### src/rtl/axi4_lite_read_arbiter.sv
// Two-master AXI4-Lite read arbiter: IFU and LSU share one memory read port,
// one outstanding transaction, with alternating priority on contention.
module axi4_lite_read_arbiter #(
    parameter int ADDR_WIDTH = 32,
    parameter int DATA_WIDTH = 32
) (
    input  logic                  iClock,
    input  logic                  iReset,

    input  logic                  bIFUAXISlaveARIO_arvalid,
    input  logic [ADDR_WIDTH-1:0] bIFUAXISlaveARIO_araddr,
    output logic                  bIFUAXISlaveARIO_arready,
    input  logic                  bIFUAXISlaveRIO_rready,
    output logic                  bIFUAXISlaveRIO_rvalid,
    output logic [DATA_WIDTH-1:0] bIFUAXISlaveRIO_rdata,
    output logic [1:0]            bIFUAXISlaveRIO_rresp,

    input  logic                  bLSUAXISlaveARIO_arvalid,
    input  logic [ADDR_WIDTH-1:0] bLSUAXISlaveARIO_araddr,
    output logic                  bLSUAXISlaveARIO_arready,
    input  logic                  bLSUAXISlaveRIO_rready,
    output logic                  bLSUAXISlaveRIO_rvalid,
    output logic [DATA_WIDTH-1:0] bLSUAXISlaveRIO_rdata,
    output logic [1:0]            bLSUAXISlaveRIO_rresp,

    output logic                  bMemAXIMasterARIO_arvalid,
    output logic [ADDR_WIDTH-1:0] bMemAXIMasterARIO_araddr,
    input  logic                  bMemAXIMasterARIO_arready,
    output logic                  bMemAXIMasterRIO_rready,
    input  logic                  bMemAXIMasterRIO_rvalid,
    input  logic [DATA_WIDTH-1:0] bMemAXIMasterRIO_rdata,
    input  logic [1:0]            bMemAXIMasterRIO_rresp,

    output logic                  oBusy,
    output logic                  oOwner
);

    // Handshakes: a transfer happens on a rising edge where valid and ready are both 1;
    // valid never depends on ready, and masters hold arvalid until their arready.
    typedef enum logic [1:0] {
        IDLE = 2'd0,
        ADDR = 2'd1,
        DATA = 2'd2
    } tState;

    tState                 stateReg, stateNext;
    logic                  priorityPtr, priorityNext;
    logic                  ownerReg, ownerNext;
    logic [ADDR_WIDTH-1:0] addrReg, addrNext;
    logic                  ifuGrant, lsuGrant;
    logic                  memArvalid, memRready, deliver;

    always_ff @(posedge iClock) begin
        if (iReset) begin
            stateReg    <= IDLE;
            priorityPtr <= 1'b0;
            ownerReg    <= 1'b0;
            addrReg     <= '0;
        end else begin
            stateReg    <= stateNext;
            priorityPtr <= priorityNext;
            ownerReg    <= ownerNext;
            addrReg     <= addrNext;
        end
    end

    always_comb begin
        stateNext    = stateReg;
        priorityNext = priorityPtr;
        ownerNext    = ownerReg;
        addrNext     = addrReg;
        ifuGrant     = 1'b0;
        lsuGrant     = 1'b0;
        memArvalid   = 1'b0;
        memRready    = 1'b0;
        deliver      = 1'b0;
        case (stateReg)
            IDLE: begin
                // priorityPtr names the master that wins a tie (0 = IFU, 1 = LSU)
                ifuGrant = bIFUAXISlaveARIO_arvalid && (!bLSUAXISlaveARIO_arvalid || !priorityPtr);
                lsuGrant = bLSUAXISlaveARIO_arvalid && (!bIFUAXISlaveARIO_arvalid || priorityPtr);
                if (ifuGrant) begin
                    ownerNext = 1'b0;
                    addrNext  = bIFUAXISlaveARIO_araddr;
                    stateNext = ADDR;
                end else if (lsuGrant) begin
                    ownerNext = 1'b1;
                    addrNext  = bLSUAXISlaveARIO_araddr;
                    stateNext = ADDR;
                end
            end
            ADDR: begin
                memArvalid = 1'b1;
                if (bMemAXIMasterARIO_arready) begin
                    stateNext = DATA;
                end
            end
            DATA: begin
                deliver   = 1'b1;
                memRready = ownerReg ? bLSUAXISlaveRIO_rready : bIFUAXISlaveRIO_rready;
                if (bMemAXIMasterRIO_rvalid && memRready) begin
                    stateNext    = IDLE;
                    priorityNext = ~ownerReg;
                end
            end
            default: stateNext = IDLE;
        endcase
    end

    // Everything handshake-related is forced low while reset is held.
    logic toIfu, toLsu;
    assign toIfu = deliver && !ownerReg && !iReset;
    assign toLsu = deliver &&  ownerReg && !iReset;

    assign bIFUAXISlaveARIO_arready  = ifuGrant && !iReset;
    assign bLSUAXISlaveARIO_arready  = lsuGrant && !iReset;

    assign bIFUAXISlaveRIO_rvalid    = toIfu && bMemAXIMasterRIO_rvalid;
    assign bIFUAXISlaveRIO_rdata     = toIfu ? bMemAXIMasterRIO_rdata : '0;
    assign bIFUAXISlaveRIO_rresp     = toIfu ? bMemAXIMasterRIO_rresp : 2'b00;
    assign bLSUAXISlaveRIO_rvalid    = toLsu && bMemAXIMasterRIO_rvalid;
    assign bLSUAXISlaveRIO_rdata     = toLsu ? bMemAXIMasterRIO_rdata : '0;
    assign bLSUAXISlaveRIO_rresp     = toLsu ? bMemAXIMasterRIO_rresp : 2'b00;

    assign bMemAXIMasterARIO_arvalid = memArvalid && !iReset;
    assign bMemAXIMasterARIO_araddr  = addrReg;
    assign bMemAXIMasterRIO_rready   = memRready && !iReset;

    assign oBusy  = (stateReg != IDLE) && !iReset;
    assign oOwner = ownerReg;

endmodule
### config.mk
export PLATFORM = sky130hd
export DESIGN_NAME = axi4_lite_read_arbiter
export DESIGN_NICKNAME = d
export VERILOG_FILES = /design/src/rtl/axi4_lite_read_arbiter.sv
export SDC_FILE = /design/constraint.sdc
export NUM_CORES = 1
export LEC_CHECK = 0
export CORE_ASPECT_RATIO = 0.9
export CORE_MARGIN = 2
export CORE_UTILIZATION = 34
export CTS_BUF_LIST = sky130_fd_sc_hd__clkbuf_4
export DETAILED_ROUTE_END_ITERATION = 6
export GPL_ROUTABILITY_DRIVEN = 1
export PLACE_DENSITY = 0.87
export SLEW_MARGIN = 10
export SYNTH_ARGS = -nofsm -noshare
export SYNTH_HDL_FRONTEND = slang
export SYNTH_SLANG_ARGS = --single-unit
### constraint.sdc
create_clock -name iClock -period 2.8 [get_ports iClock]
set_input_delay 0.28 -clock iClock [delete_from_list [all_inputs] [get_ports iClock]]
set_output_delay 0.28 -clock iClock [all_outputs]
set_load 0.005 [all_outputs]
==> flow_summary.yaml, run 1 <==
die:
  start_util_pct: 35.7
  die_y_um: 83.3
  rows: 28
  core_area_mm2: 0.00666
  die_w_um: 92.1
  dieArea_mm2: 0.00768
  ios: 214
sta:
  slew-limit-headroom_pct: 56.5
  finalSetupViolations: 0
  fmax_mhz: 378
  holdWs_ns: 0.329
  rsz0062_at_grt: "false"
  hold_violations: 0
  period_share_pct: 94.5
  slew_viol_final: 0
  fin_setup_tns_ns: 0
  fin_crit_ns: 2.65
  skew_ns: 0.0112
  tightest_slew_ns: 0.652
power_and_ir_drop:
  vdd.ir_drop.worst_uv: 258
  intPower_mw: 1.07
  swShare_pct: 30.8
  pwr-share-clk_pct: 17.4
  pwr_density_cell_mw_per_mm2: 338
  p_total_mw: 1.54
  p_leak_nw: 1.68
  p_comb_share_pct: 42.2
  p_switching_mw: 0.474
  p_seq_share_pct: 40.3
run:
  maxCapViolCount: 0
run_status:
  outcome: "finished clean"
clock_tree:
  cts_root_buf: "clkbuf_4"
  cts.sinks: 36
  clock_latency_ns: 0.33
  cts_tree: "built"
  cts_inserted_buffers: 5
  post_cts.repair.setup_buffers: 0
  hold_buffers: 0
  cts.repair.resized: 0
  clk_path_buf_depth: 2
  clkTransAtPathRegs_ns: 0.10
  cts_htree_levels: 2
logic_synthesis:
  synthTopCellsByArea: "dfxtp_1 30%, and2_1 18%, a311oi_2 18%"
  ys_ff_latch: 36
  syn_nets: 396
  yosysMostFrequentCell: "and2_1"
  ys_types: 29
  yosys-top-cells-count: "70 x and2_1, 64 x nand2_1, 36 x dfxtp_1"
  synth_edf_count: 0
  async_flop_share_pct: 0
  synth_top_cell_by_area: "dfxtp_1"
  ys.flop_type: "dfxtp_1"
  seq_area_frac_synth_pct: 30.3
  syn_avg_cell_area_um2: 8.20
  yosysTopAreaCellShare_pct: 30.3
  syn_inst: 290
  mappedNetlistArea_mm2: 0.00238
  synth_warnings: 0
grt:
  grt_use_total_pct: 22.1
  antenna_found_initial: 0
  grt_overflow_total: 0
  grt_pass1_vias: 2721
  grt_max_degree: 39
  grt_pass1_wl_um: 13800
cells_and_area:
  drive_above_1_share_pct: 10.2
  nFillCells: 553
  fin_util_pct: 68.5
  final_area_mm2: 0.00456
  fin_nets: 594
  multi_input_area_mm2: 0.00149
  diodes: 0
  register_area_um2: 721
  synthToLayoutAreaGrowth_pct: 91.8
drt:
  wl_met3_um: 664
  wl_per_cell_um: 15.5
  avgViaCountPerCell: 4.90
  drcViolationCount: 0
  highest_layer: "met4"
  dr.pass1.iters: 4
  wl_um: 8980
  ant_nets: 0
  drt-initial-drc-count: 104
  met2_wirelength_um: 4640
  wl_met1_um: 3480
  vias: 2833
min_path:
  hp-class: "primary input to flop"
placement:
  dpl_cell_area_mm2: 0.00451
  dpl.hpwl_um: 6940
  io_buffers: 213
  gp_routability_congestion: 0.811
setup_path:
  start_kind: "flop"
  cp.required_ns: 2.52
  worstPathMaxFanout: 35
  critPathCaptureType: "output port"
  worstSetupPathType: "flop to output port"
  cp.arrival_ns: 2.37
[worst paths after layout]
check	from	to	slack (ns)	cells past startpoint
setup / recovery	stateReg[1]	bIFUAXISlaveRIO_rdata[22]	0.15	4
hold / removal	iReset	stateReg[1]	0.33	3
setup reg to reg	stateReg[0]	bMemAXIMasterARIO_araddr[0]	1.19	4
hold reg to reg	bMemAXIMasterARIO_araddr[21]	bMemAXIMasterARIO_araddr[21]	0.53	2
[flip-flops by register name, indices dropped and copies added (netlist names)]
register,count
oOwner,1
stateReg,2
priorityPtr,1
bMemAXIMasterARIO_araddr,32
[metal layers]
metal / vias up / track usage (%)
li1: 1396 / -
met1: 1289 / 23.7
met2: 132 / 42.3
met3: 16 / 5.08
met4: 0 / 6.78
met5: - / 0
[area by class of cell]
| class | instances | area share, % |
|---|---|---|
| clock buffers | 6 | 0.988 |
| well taps | 90 | 2.47 |
| multi-input cells | 222 | 32.7 |
| flip-flops and latches | 36 | 15.8 |
| inverters | 4 | 0.329 |
| repair buffers | 219 | 47.6 |
| clock inverters | 1 | 0.110 |
[cell usage in the layout, fill, tap and decap left out, drive strengths merged, types with 2 or more instances in the layout]
cell type and count:
nor2 6, a311oi 32, buf 7, and2 71, a21oi 33, clkdlybuf4s50 212
o211ai 2, clkbuf 6, inv 4, nand2 64, dfxtp 36
[stage by stage]
stage / setup slack, ns / std cells
floorplan: 1.33 / 290
global placement: 0.539 / 571
detailed placement: 0.491 / 571
CTS: 0.126 / 578
global route: 0.0203 / 578
finish: 0.154 / 578
[worst max-delay path: stages (launching register included)]
cell	delay, ns
dfxtp_1	0.39
or3b_4	0.44
nor2_4	0.46
and2_1	0.23
clkdlybuf4s50_1	0.52
[cells by family after synthesis]
kind of cell / after synthesis / share of synthesized area, %
compound gates: 74 / 29.8
buf+inv: 32 / 7.16
simple gates: 147 / 32.3
mux: 1 / 0.421
flops: 36 / 30.3
[power groups by stage]
stage	combinational [mW]	sequential (mW)	clock (mW)
6_report	0.650	0.621	0.268
3_5_place_dp	0.652	0.632	0
5_1_grt	0.700	0.631	0.290
2_1_floorplan	0.295	0.635	0
3_3_place_gp	0.639	0.630	0
4_1_cts	0.655	0.622	0.275
Power figures use the tool's default switching activity.
==> run 2: changes to the inputs <==
Settings changed: CTS_BUF_LIST sky130_fd_sc_hd__clkbuf_4 to not set.
==> run 2 against run 1 <==
Routed wire length is 0.13% higher. Critical path depth stayed put. Clock power is 30% higher. Largest power group unchanged. Flip-flop and latch count stayed put. Non-clock buffer count stayed put. Global-route usage is 0.099 points higher. Clock-buffer cell count stayed put. Combinational power hardly changed.
==> flow_summary.yaml, run 2 (synthesized netlist as in run 1, its figures left out) <==
run_status:
  outcome: "finished clean"
die:
  ios: 214
  dieArea_mm2: 0.00768
  die_w_um: 92.1
  die_y_um: 83.3
  core_area_mm2: 0.00666
  start_util_pct: 35.7
  rows: 28
clock_tree:
  cts_root_buf: "clkbuf_8"
  cts.sinks: 36
  hold_buffers: 0
  cts_tree: "built"
  clk_path_buf_depth: 2
  cts_inserted_buffers: 5
  cts.repair.resized: 0
  cts_htree_levels: 2
  clock_latency_ns: 0.29
  post_cts.repair.setup_buffers: 0
  clkTransAtPathRegs_ns: 0.06
placement:
  gp_routability_congestion: 0.811
  dpl.hpwl_um: 6940
  io_buffers: 213
  dpl.cell_count: 571
setup_path:
  path_buf_inv: 1
  cp_slowest_stage_delay_ns: 0.52
  slowest_stage: "clkdlybuf4s50_1"
  cpLargestDelayFamily: "simple AND/OR/NAND/NOR gates"
  r2r-end: "bMemAXIMasterARIO_araddr[3]"
  worstPathMaxFanout: 35
  r2r_setup_slack_ns: 1.18
  cp.arrival_ns: 2.32
  r2r_cells: 4
  start_kind: "flop"
  cp_cell_sequence: "or3b_4, nor2_4, and2_1, clkdlybuf4s50_1"
  r2r-start: "stateReg[0]"
  worstSetupPathType: "flop to output port"
  critPathCaptureType: "output port"
  cp.required_ns: 2.52
power_and_ir_drop:
  pwr_density_cell_mw_per_mm2: 353
  p_leak_nw: 1.69
  vdd.ir_drop.worst_uv: 299
grt:
  grt_overflow_total: 0
  grt_max_degree: 39
  grt_use_total_pct: 22.2
  grt_pass1_wl_um: 13900
  grt_pass1_vias: 2723
  antenna_found_initial: 0
drt:
  wl_um: 8990
  ant_nets: 0
  dr.pass1.iters: 4
  avgViaCountPerCell: 4.91
  drcViolationCount: 0
  wl_per_cell_um: 15.5
  drt-initial-drc-count: 83
  vias: 2838
min_path:
  min_to: "stateReg[1]"
  hp-class: "primary input to flop"
  holdCritStartpoint: "iReset"
  hold_depth: 3
sta:
  fin_setup_tns_ns: 0
  skew_ns: 0.00936
  slew-limit-headroom_pct: 56.4
  tightest_slew_ns: 0.654
  hold_violations: 0
  rsz0062_at_grt: "false"
  holdWs_ns: 0.374
  slew_viol_final: 0
  finalSetupViolations: 0
  fin_crit_ns: 2.60
  fmax_mhz: 385
  period_share_pct: 92.7
cells_and_area:
  mostFrequentLayoutCells: "212 x clkdlybuf4s50_1, 70 x and2_1, 64 x nand2_1"
  drive_above_1_share_pct: 10.0
  diodes: 0
  layout_commonest_cell: "clkdlybuf4s50_1"
  fin_nets: 594
  largest_reg_flops: 32
  finalNonFillerCells: 578
  synthToLayoutAreaGrowth_pct: 92.9
run:
  maxCapViolCount: 0
run 2: per-stage QoR:
stage / total power [mW] / worst slack [ns] / instance area [µm²] / util, %
final: 1.62 / 0.204 / 4590 / 68.9
after floorplan: 0.930 / 1.33 / 2380 / -
after CTS: 1.64 / 0.183 / 4590 / 68.9
after detailed placement: 1.28 / 0.491 / 4510 / 67.7
after global placement: 1.27 / 0.539 / 4510 / 67.7
after global routing: 1.70 / 0.0799 / 4590 / 68.9
run 2: routing by layer:
layer	track usage, %	wire length [µm]	vias to the layer above
li1	-	-	1396
met5	0	0	-
met1	23.9	3490	1302
met4	7.19	201	0
met2	42.2	4640	124
met3	5.08	651	16
run 2: power by group:
group          internal (mW)  switching (mW)  leakage [nW]  total [mW]
Combinational          0.382           0.269          1.35       0.650
Clock                  0.169           0.180        0.0410       0.349
Sequential             0.582          0.0392         0.299       0.621
run 2: worst reg2reg max path, cell delays in order, from the launching register on:
cell and delay [ns]:
dfxtp_1 0.34, nor2_2 0.18, buf_4 0.24, and2_4 0.52, a311oi_2 0.19
run 2: worst max-delay path by stage:
stage                 from                   endpoint  slack, ns  cells after the start
2_1_floorplan  stateReg[1]  bIFUAXISlaveRIO_rdata[10]       1.33                      4
3_5_place_dp        iReset  bIFUAXISlaveRIO_rdata[22]       0.49                      5
5_1_grt        stateReg[1]  bIFUAXISlaveRIO_rdata[22]       0.08                      4
3_3_place_gp        iReset  bLSUAXISlaveRIO_rdata[16]       0.54                      5
4_1_cts        stateReg[1]  bIFUAXISlaveRIO_rdata[22]       0.18                      4
6_report       stateReg[1]  bIFUAXISlaveRIO_rdata[22]       0.20                      4
run 2: final cells by class:
cell class,count,area (µm²)
clock inverters,1,5.00
clock buffers,6,72.6
flip-flops and latches,36,721
well taps,90,113
repair buffers,219,2170
inverters,4,15.0
multi-input cells,222,1490
fillers,554,2070
==> run 3: changes to the inputs <==
Settings changed: GPL_ROUTABILITY_DRIVEN 1 to not set, HOLD_SLACK_MARGIN set to 0.15.
==> results of run 3 <==
Final layout, timing and power as in run 2 (identical DEF).
